## src/rtl/q_byte_collector.sv

```systemverilog
// Serial-to-parallel collector: assembles WIDTH-bit words LSB-first from the Q stream
// and presents them through a one-entry valid/ready holding register with popcount and overflow.
module q_byte_collector #(
  parameter int WIDTH = 8
) (
  input  logic                       Clk,
  input  logic                       Resetn,
  input  logic                       Q_in,
  input  logic                       En,
  input  logic                       Clr,
  input  logic                       Ready,
  output logic [WIDTH-1:0]           Data,
  output logic                       Valid,
  output logic [$clog2(WIDTH+1)-1:0] Ones,
  output logic                       Overflow,
  output logic [$clog2(WIDTH)-1:0]   Bit_cnt
);

  localparam int CW = $clog2(WIDTH);
  localparam int OW = $clog2(WIDTH + 1);

  typedef enum logic {
    ST_EMPTY = 1'b0,
    ST_FULL  = 1'b1
  } state_t;

  function automatic logic [OW-1:0] popcount(input logic [WIDTH-1:0] v);
    logic [OW-1:0] c;
    c = {OW{1'b0}};
    for (int i = 0; i < WIDTH; i++) begin
      c = c + OW'(v[i]);
    end
    return c;
  endfunction

  state_t           state_r, state_nxt_s;
  logic [WIDTH-1:0] sh_r;
  logic [CW-1:0]    cnt_r;
  logic [WIDTH-1:0] data_r;
  logic [OW-1:0]    ones_r;
  logic             ovf_r;

  logic             last_s;
  logic             complete_s;
  logic [WIDTH-1:0] word_s;
  logic             load_s;
  logic             ovf_set_s;

  assign last_s     = (cnt_r == CW'(WIDTH - 1));
  assign complete_s = En & last_s;
  assign word_s     = {Q_in, sh_r[WIDTH-1:1]};

  // Holding-register next state and load/overflow decisions
  always_comb begin
    state_nxt_s = state_r;
    load_s      = 1'b0;
    ovf_set_s   = 1'b0;
    case (state_r)
      ST_EMPTY: begin
        if (complete_s) begin
          load_s      = 1'b1;
          state_nxt_s = ST_FULL;
        end else begin
          state_nxt_s = ST_EMPTY;
        end
      end
      ST_FULL: begin
        if (complete_s) begin
          // a simultaneous drain lets the new word replace the old one
          if (Ready) begin
            load_s = 1'b1;
          end else begin
            ovf_set_s = 1'b1;
          end
          state_nxt_s = ST_FULL;
        end else if (Ready) begin
          state_nxt_s = ST_EMPTY;
        end else begin
          state_nxt_s = ST_FULL;
        end
      end
      default: begin
        state_nxt_s = ST_EMPTY;
      end
    endcase
  end

  // Sample shifter and bit counter; a dropped word still realigns the counter
  always_ff @(posedge Clk or negedge Resetn) begin
    if (!Resetn) begin
      sh_r  <= {WIDTH{1'b0}};
      cnt_r <= {CW{1'b0}};
    end else if (Clr) begin
      sh_r  <= {WIDTH{1'b0}};
      cnt_r <= {CW{1'b0}};
    end else if (En) begin
      sh_r  <= word_s;
      cnt_r <= last_s ? {CW{1'b0}} : cnt_r + {{(CW-1){1'b0}}, 1'b1};
    end
  end

  // Holding register, popcount and sticky overflow
  always_ff @(posedge Clk or negedge Resetn) begin
    if (!Resetn) begin
      state_r <= ST_EMPTY;
      data_r  <= {WIDTH{1'b0}};
      ones_r  <= {OW{1'b0}};
      ovf_r   <= 1'b0;
    end else if (Clr) begin
      state_r <= ST_EMPTY;
      data_r  <= {WIDTH{1'b0}};
      ones_r  <= {OW{1'b0}};
      ovf_r   <= 1'b0;
    end else begin
      state_r <= state_nxt_s;
      if (load_s) begin
        data_r <= word_s;
        ones_r <= popcount(word_s);
      end
      if (ovf_set_s) begin
        ovf_r <= 1'b1;
      end
    end
  end

  assign Data     = data_r;
  assign Ones     = ones_r;
  assign Valid    = (state_r == ST_FULL);
  assign Overflow = ovf_r;
  assign Bit_cnt  = cnt_r;

endmodule
```

## config.mk

```make
export PLATFORM = sky130hd
export DESIGN_NAME = q_byte_collector
export DESIGN_NICKNAME = d
export VERILOG_FILES = /design/src/rtl/q_byte_collector.sv
export SDC_FILE = /design/constraint.sdc
export NUM_CORES = 1
export LEC_CHECK = 0
export ABC_AREA = 1
export CORE_UTILIZATION = 54
export DETAILED_ROUTE_END_ITERATION = 8
export PLACE_DENSITY = 0.85
export SYNTH_ARGS = -nofsm -noshare
export SYNTH_HDL_FRONTEND = slang
export SYNTH_SLANG_ARGS = --single-unit
export TNS_END_PERCENT = 10
```

## constraint.sdc

```tcl
create_clock -name Clk -period 9 [get_ports Clk]
set_clock_uncertainty 0.1 [all_clocks]
set_input_delay 1.35 -clock Clk [delete_from_list [all_inputs] [get_ports Clk]]
set_output_delay 1.35 -clock Clk [all_outputs]
set_load 0.02 [all_outputs]
```

[Word level (Yosys, flattened, before mapping)]
Index checks and enable logic that the tools add are counted.
Word-level totals
  bits in registers: 25
  bits in latches: 0
  bits in writable memories: 0
  bits in read-only memories: 0
  input port bits: 6
  output and inout bits: 17
  logic and storage cells: 41
  memories kept: 0
Operators by class
  add/subtract/negate cells: 8
  multipliers: 0
  divide/modulo/power cells: 0
  $lt $le $gt $ge: 0
  equality and inequality tests: 1
  shifts and indexed selects: 0
  mux-type cells: 21
  bitwise gates (word level): 2
  reduce and logical (&&, ||, !) cells: 3
Operators by type and width (number)
  two-way mux 8 bit: 4
  adder 4 x 1 -> 4 bit: 4
  two-way mux 1 bit: 10
  two-way mux 3 bit: 3
  two-way mux 4 bit: 2
  nonzero test 2 bit: 3
  adder 3 x 1 -> 4 bit: 1
  one-hot mux 1 bit (2 select lines): 2
  adder 2 x 1 -> 3 bit: 1
  adder 3 x 1 -> 3 bit, second input constant: 1
  == test 3 bit, second input constant: 1
  adder 1 x 1 -> 2 bit: 1
  AND 1 bit: 1
  inverter 1 bit: 1

[Longest topological paths before layout]
  depth after elaboration: 9
  depth in mapped cells: 13

[Least setup slack after synthesis]
OpenSTA, ideal clock, no wires.
  path type: input to register
  start point: in Q_in
  end point: reg ones_r[1], in the netlist Ones[1]
  arrival: 3644 ps
  required time: 8783 ps
  path slack: 5139 ps
  stages on the path: 11
  cell sequence: fa_1 inv_1 fa_1 fa_1 inv_1 ha_1 inv_1 fa_1 inv_1 nand3_1 nand2_1
Between the ends
  word-level cells in the longest chain between the ends: 3
Ends and longest elaborated chain
  start: declaration: RTL line 8  | input logic Q_in,
  adder 4 x 1 -> 4 bit: RTL line 31  | c = c + OW'(v[i]);
  two-way mux 4 bit: RTL line 116  | if (load_s) begin
  two-way mux 4 bit: RTL line 109  | end else if (Clr) begin
  end signal: assignment: RTL line 107  | ones_r <= {OW{1'b0}};
  end signal: assignment: RTL line 112  | ones_r <= {OW{1'b0}};
  end signal: assignment: RTL line 118  | ones_r <= popcount(word_s);
  end: declaration: RTL line 40  | logic [OW-1:0] ones_r;
No other way between the ends. The select of a mux whose other input is x is not followed.
A chain may end at the register's enable or synchronous reset.

[Worst setup path in the final report]
  start point: in Q_in
  end point: reg ones_r[2], in the netlist Ones[2]
Same word-level chain as after synthesis.

==> impl.org <==
** Outcome
- The run finished with clean final reports.

** Power
- Cell-internal power :: around 130 uW
- The analysis attributes to net switching a power of ~42 uW.
- Power share of the clock group :: between 20% and 30%
- Of the total power, the share spent switching nets is 24.5%.
- Ratio of total power to cell area :: about 120 nW/um^2
- Sequential Power Share :: 63.5%
- Power comes to around 170 uW.
- In this run, the combinational gates consume around a tenth of the power.
- Max VDD drop :: around 0.00008 V
- Static Leak :: about 0.75 nW

** Global route
- GRT Overall Usage :: 21.6%
- The initial antenna violation count was 0.
- Largest net degree at the start of global routing :: 29
- Vias in the first global route :: 899
- Sum of overflow across all layers after global routing :: 0
- Global-route wire length before repair :: 3.93 mm

** Floorplan
- For this configuration, the core starts out at a cell density of 59.7%.
- Die Area :: between 2000 and 2500 um^2
- Core Rows :: 16
- Pin placement for this block handled 23 I/O pins.
- Core box area :: roughly 2000 um^2
- The floorplan step set the die height to 49.3 um.
- The floorplan step set the die width to 49.3 um.

** Route
- Residual DRC count :: 0
- Total iterations of the first detailed-routing run :: 4
- In the routed layout, each cell is associated on average with a via count of about 5.2.
- Number of violations reported at the end of detailed-routing iteration 0 :: 33
- Total wire length after detailed routing :: around 2.4 mm
- Remaining antenna violation count :: 0
- Avg WL per Cell :: 12.7 um
- Total via count in the routed design :: 965

** Critical path
- Worst Setup End Kind :: flip-flop
- In this run the register-to-register setup slack is a little under 6 ns.
- Maximum fanout along the worst path :: 2
- Following the worst setup path forward leads to its endpoint at Ones[2].
- The worst register-to-register path has a depth of 13.
- Critical path start-end classification :: in -> reg
- In this run the worst setup path begins at Q_in.
- Crit path required time :: around 9.2 ns
- The startpoint identified for the worst register-to-register timing path is sh_r[1].
- Worst path arrival time :: ~4.3 ns
- Category of the worst setup path launch point :: input pin
- Reg-to-reg endpoint :: Ones[2]

** Flow run
- Number of maximum-capacitance constraint violations :: 0

** Clock network
- # H-tree levels :: 1
- The tree built by TritonCTS fans out to 24 sinks.
- The longest clock path from root to sink contains 2 buffers.
- Number of gates resized after CTS :: 0
- Number of buffers inserted by post-CTS setup repair :: 0
- Hold repair after CTS inserted 0 buffers.
- After clock tree synthesis, the clock-pin slew on the worst setup and hold paths is ~0.12 ns.
- The later pin in the worst-skew pair is clocked with a latency of 0.30 ns.
- Number of CTS-inserted buffers :: 3
- TritonCTS clock tree :: done
- The root buffer cell chosen for the clock tree is sky130_fd_sc_hd__clkbuf_4.

** Layout
- Most frequent cells in the layout :: sky130_fd_sc_hd__nand2_1 (37), sky130_fd_sc_hd__nand3_1 (26), sky130_fd_sc_hd__dfrtp_1 (24)
- Leaving out fill and tap cells, the most frequent cell in the layout is sky130_fd_sc_hd__nand2_1.
- Relative to the synthesized area, the layout overhead comes to 19.8%.
- Total Nets Final :: about 180
- Finished layout cell area :: about 1400 um^2
- In the final layout, the share of cells above drive strength 1 is 3.16%.
- Final Instance Count excl. Fillers :: 185
- The repair_antennas step left the layout with diodes totalling 0.

** Placement
- During placement, the flow inserted port buffers numbering 22.
- Half-perimeter wire length after placement :: 1.71 mm
- Placed inst area :: between 1000 and 1500 um^2
- Routability-driven placement finished with a final weighted congestion of 0.885.
- DP Cell Count :: about 180

** Timing
- Setup_tns :: 0 ns
- Endpoints failing setup :: 0
- The final number of max-transition violations came to 0.
- On the final layout, the worst hold slack is ~0.41 ns.
- Setup repair after global routing missed its margin :: false
- Timing would allow up to 240 MHz.
- Measured against its own limit, the worst slew margin works out to 29.7%.
- Final critical delay including setup and external delays :: 4.16 ns
- The worst path uses 46.2% of the clock period.
- Final count of hold timing violations :: 0
- Transition time at the pin with the least slew margin :: approximately 1.1 ns

** Synth
- In this run, synthesis produced a sequential element count of 24.
- Post-synthesis cell type count :: 15
- Each instance of the synthesized netlist takes up on average 8.68 um^2.
- Sequential element share of the synthesized area :: around 50%
- Gate count after technology mapping :: 139
- The number of nets in the synthesized netlist is 154.
- The synthesized netlist occupies a cell area of 1210 um^2.
- The Yosys step of the flow raised 0 warnings.

** Hold path
- In this run the worst hold path is classified as reg -> reg.
==> worst min path at each step <==
stage,slack (ns),from,to,cells past startpoint
2_1_floorplan,0.39,sh_r[4],Data[3],2
3_3_place_gp,0.38,Bit_cnt[1],Bit_cnt[1],2
3_5_place_dp,0.39,Bit_cnt[1],Bit_cnt[1],2
4_1_cts,0.42,Bit_cnt[1],Bit_cnt[1],2
5_1_grt,0.44,Data[4],Data[4],2
6_report,0.41,Bit_cnt[1],Bit_cnt[1],2
==> power groups by stage <==
stage / Clock [mW] / Sequential [mW] / Combinational [mW]
2_1_floorplan: 0 / 0.113 / 0.00876
3_3_place_gp: 0 / 0.112 / 0.0166
3_5_place_dp: 0 / 0.112 / 0.0173
4_1_cts: 0.0468 / 0.110 / 0.0176
5_1_grt: 0.0513 / 0.110 / 0.0194
6_report: 0.0458 / 0.110 / 0.0174
==> metrics by stage <==
stage          utilization, %  worst slack, ns
6_report                 71.5             4.84
5_1_grt                  71.5             4.75
4_1_cts                  71.5             4.84
3_5_place_dp             70.4             4.51
3_3_place_gp             70.4             4.63
2_1_floorplan               -             5.14
==> flip-flops by register name (all words and copies together) (netlist names) <==
register  count
Overflow      1
Ones          4
Data          8
sh_r          7
Bit_cnt       3
Valid         1
==> layer usage <==
layer  global-route usage (%)  up-vias  share of wire [%]
met4                     5.88        0                  0
met3                     2.80        0                6.2
met5                        0        -                  0
li1                         -      475                  -
met1                     29.5      453                 45
met2                     35.8       37                 48
==> cells in the mapped netlist, drive strengths merged <==
cell    count  area share [%]
buf         5             2.8
nand3      26              11
clkbuf      1            0.31
fa          4             6.6
a21oi       4             2.0
dfrtp      24              50
o21ai       7             2.9
nor2        5             1.6
nand2      37              12
inv        21             6.5
ha          5             5.2
==> kinds of logic (layout without fill, tap and decap cells) <==
kind of cell / after synthesis / in the layout / synth area share (%)
buf+inv: 27 / 46 / 9.65
flops: 24 / 24 / 49.8
compound gates: 11 / 11 / 4.87
simple gates: 68 / 68 / 23.9
fa+ha+maj: 9 / 9 / 11.8
==> worst max-delay path: stages <==
cell and delay, ns:
sky130_fd_sc_hd__clkdlybuf4s50_1 0.46, sky130_fd_sc_hd__fa_1 0.55, sky130_fd_sc_hd__inv_1 0.05, sky130_fd_sc_hd__fa_1 0.50, sky130_fd_sc_hd__fa_1 0.41, sky130_fd_sc_hd__inv_1 0.06
sky130_fd_sc_hd__ha_1 0.16, sky130_fd_sc_hd__inv_1 0.06, sky130_fd_sc_hd__fa_1 0.39, sky130_fd_sc_hd__inv_1 0.07, sky130_fd_sc_hd__nand2_1 0.05, sky130_fd_sc_hd__nand2_1 0.05
sky130_fd_sc_hd__nand3_1 0.07, sky130_fd_sc_hd__nand2_1 0.08
==> cell type report <==
cell class / count / area [um^2]
Clock buffer: 3 / 22.5
Fill cell: 160 / 577
Inverter: 21 / 78.8
Multi-Input combinational cell: 88 / 489
Sequential cell: 24 / 601
Tap cell: 27 / 33.8
Timing Repair Buffer: 22 / 220
(Power assumes the default switching activity.)
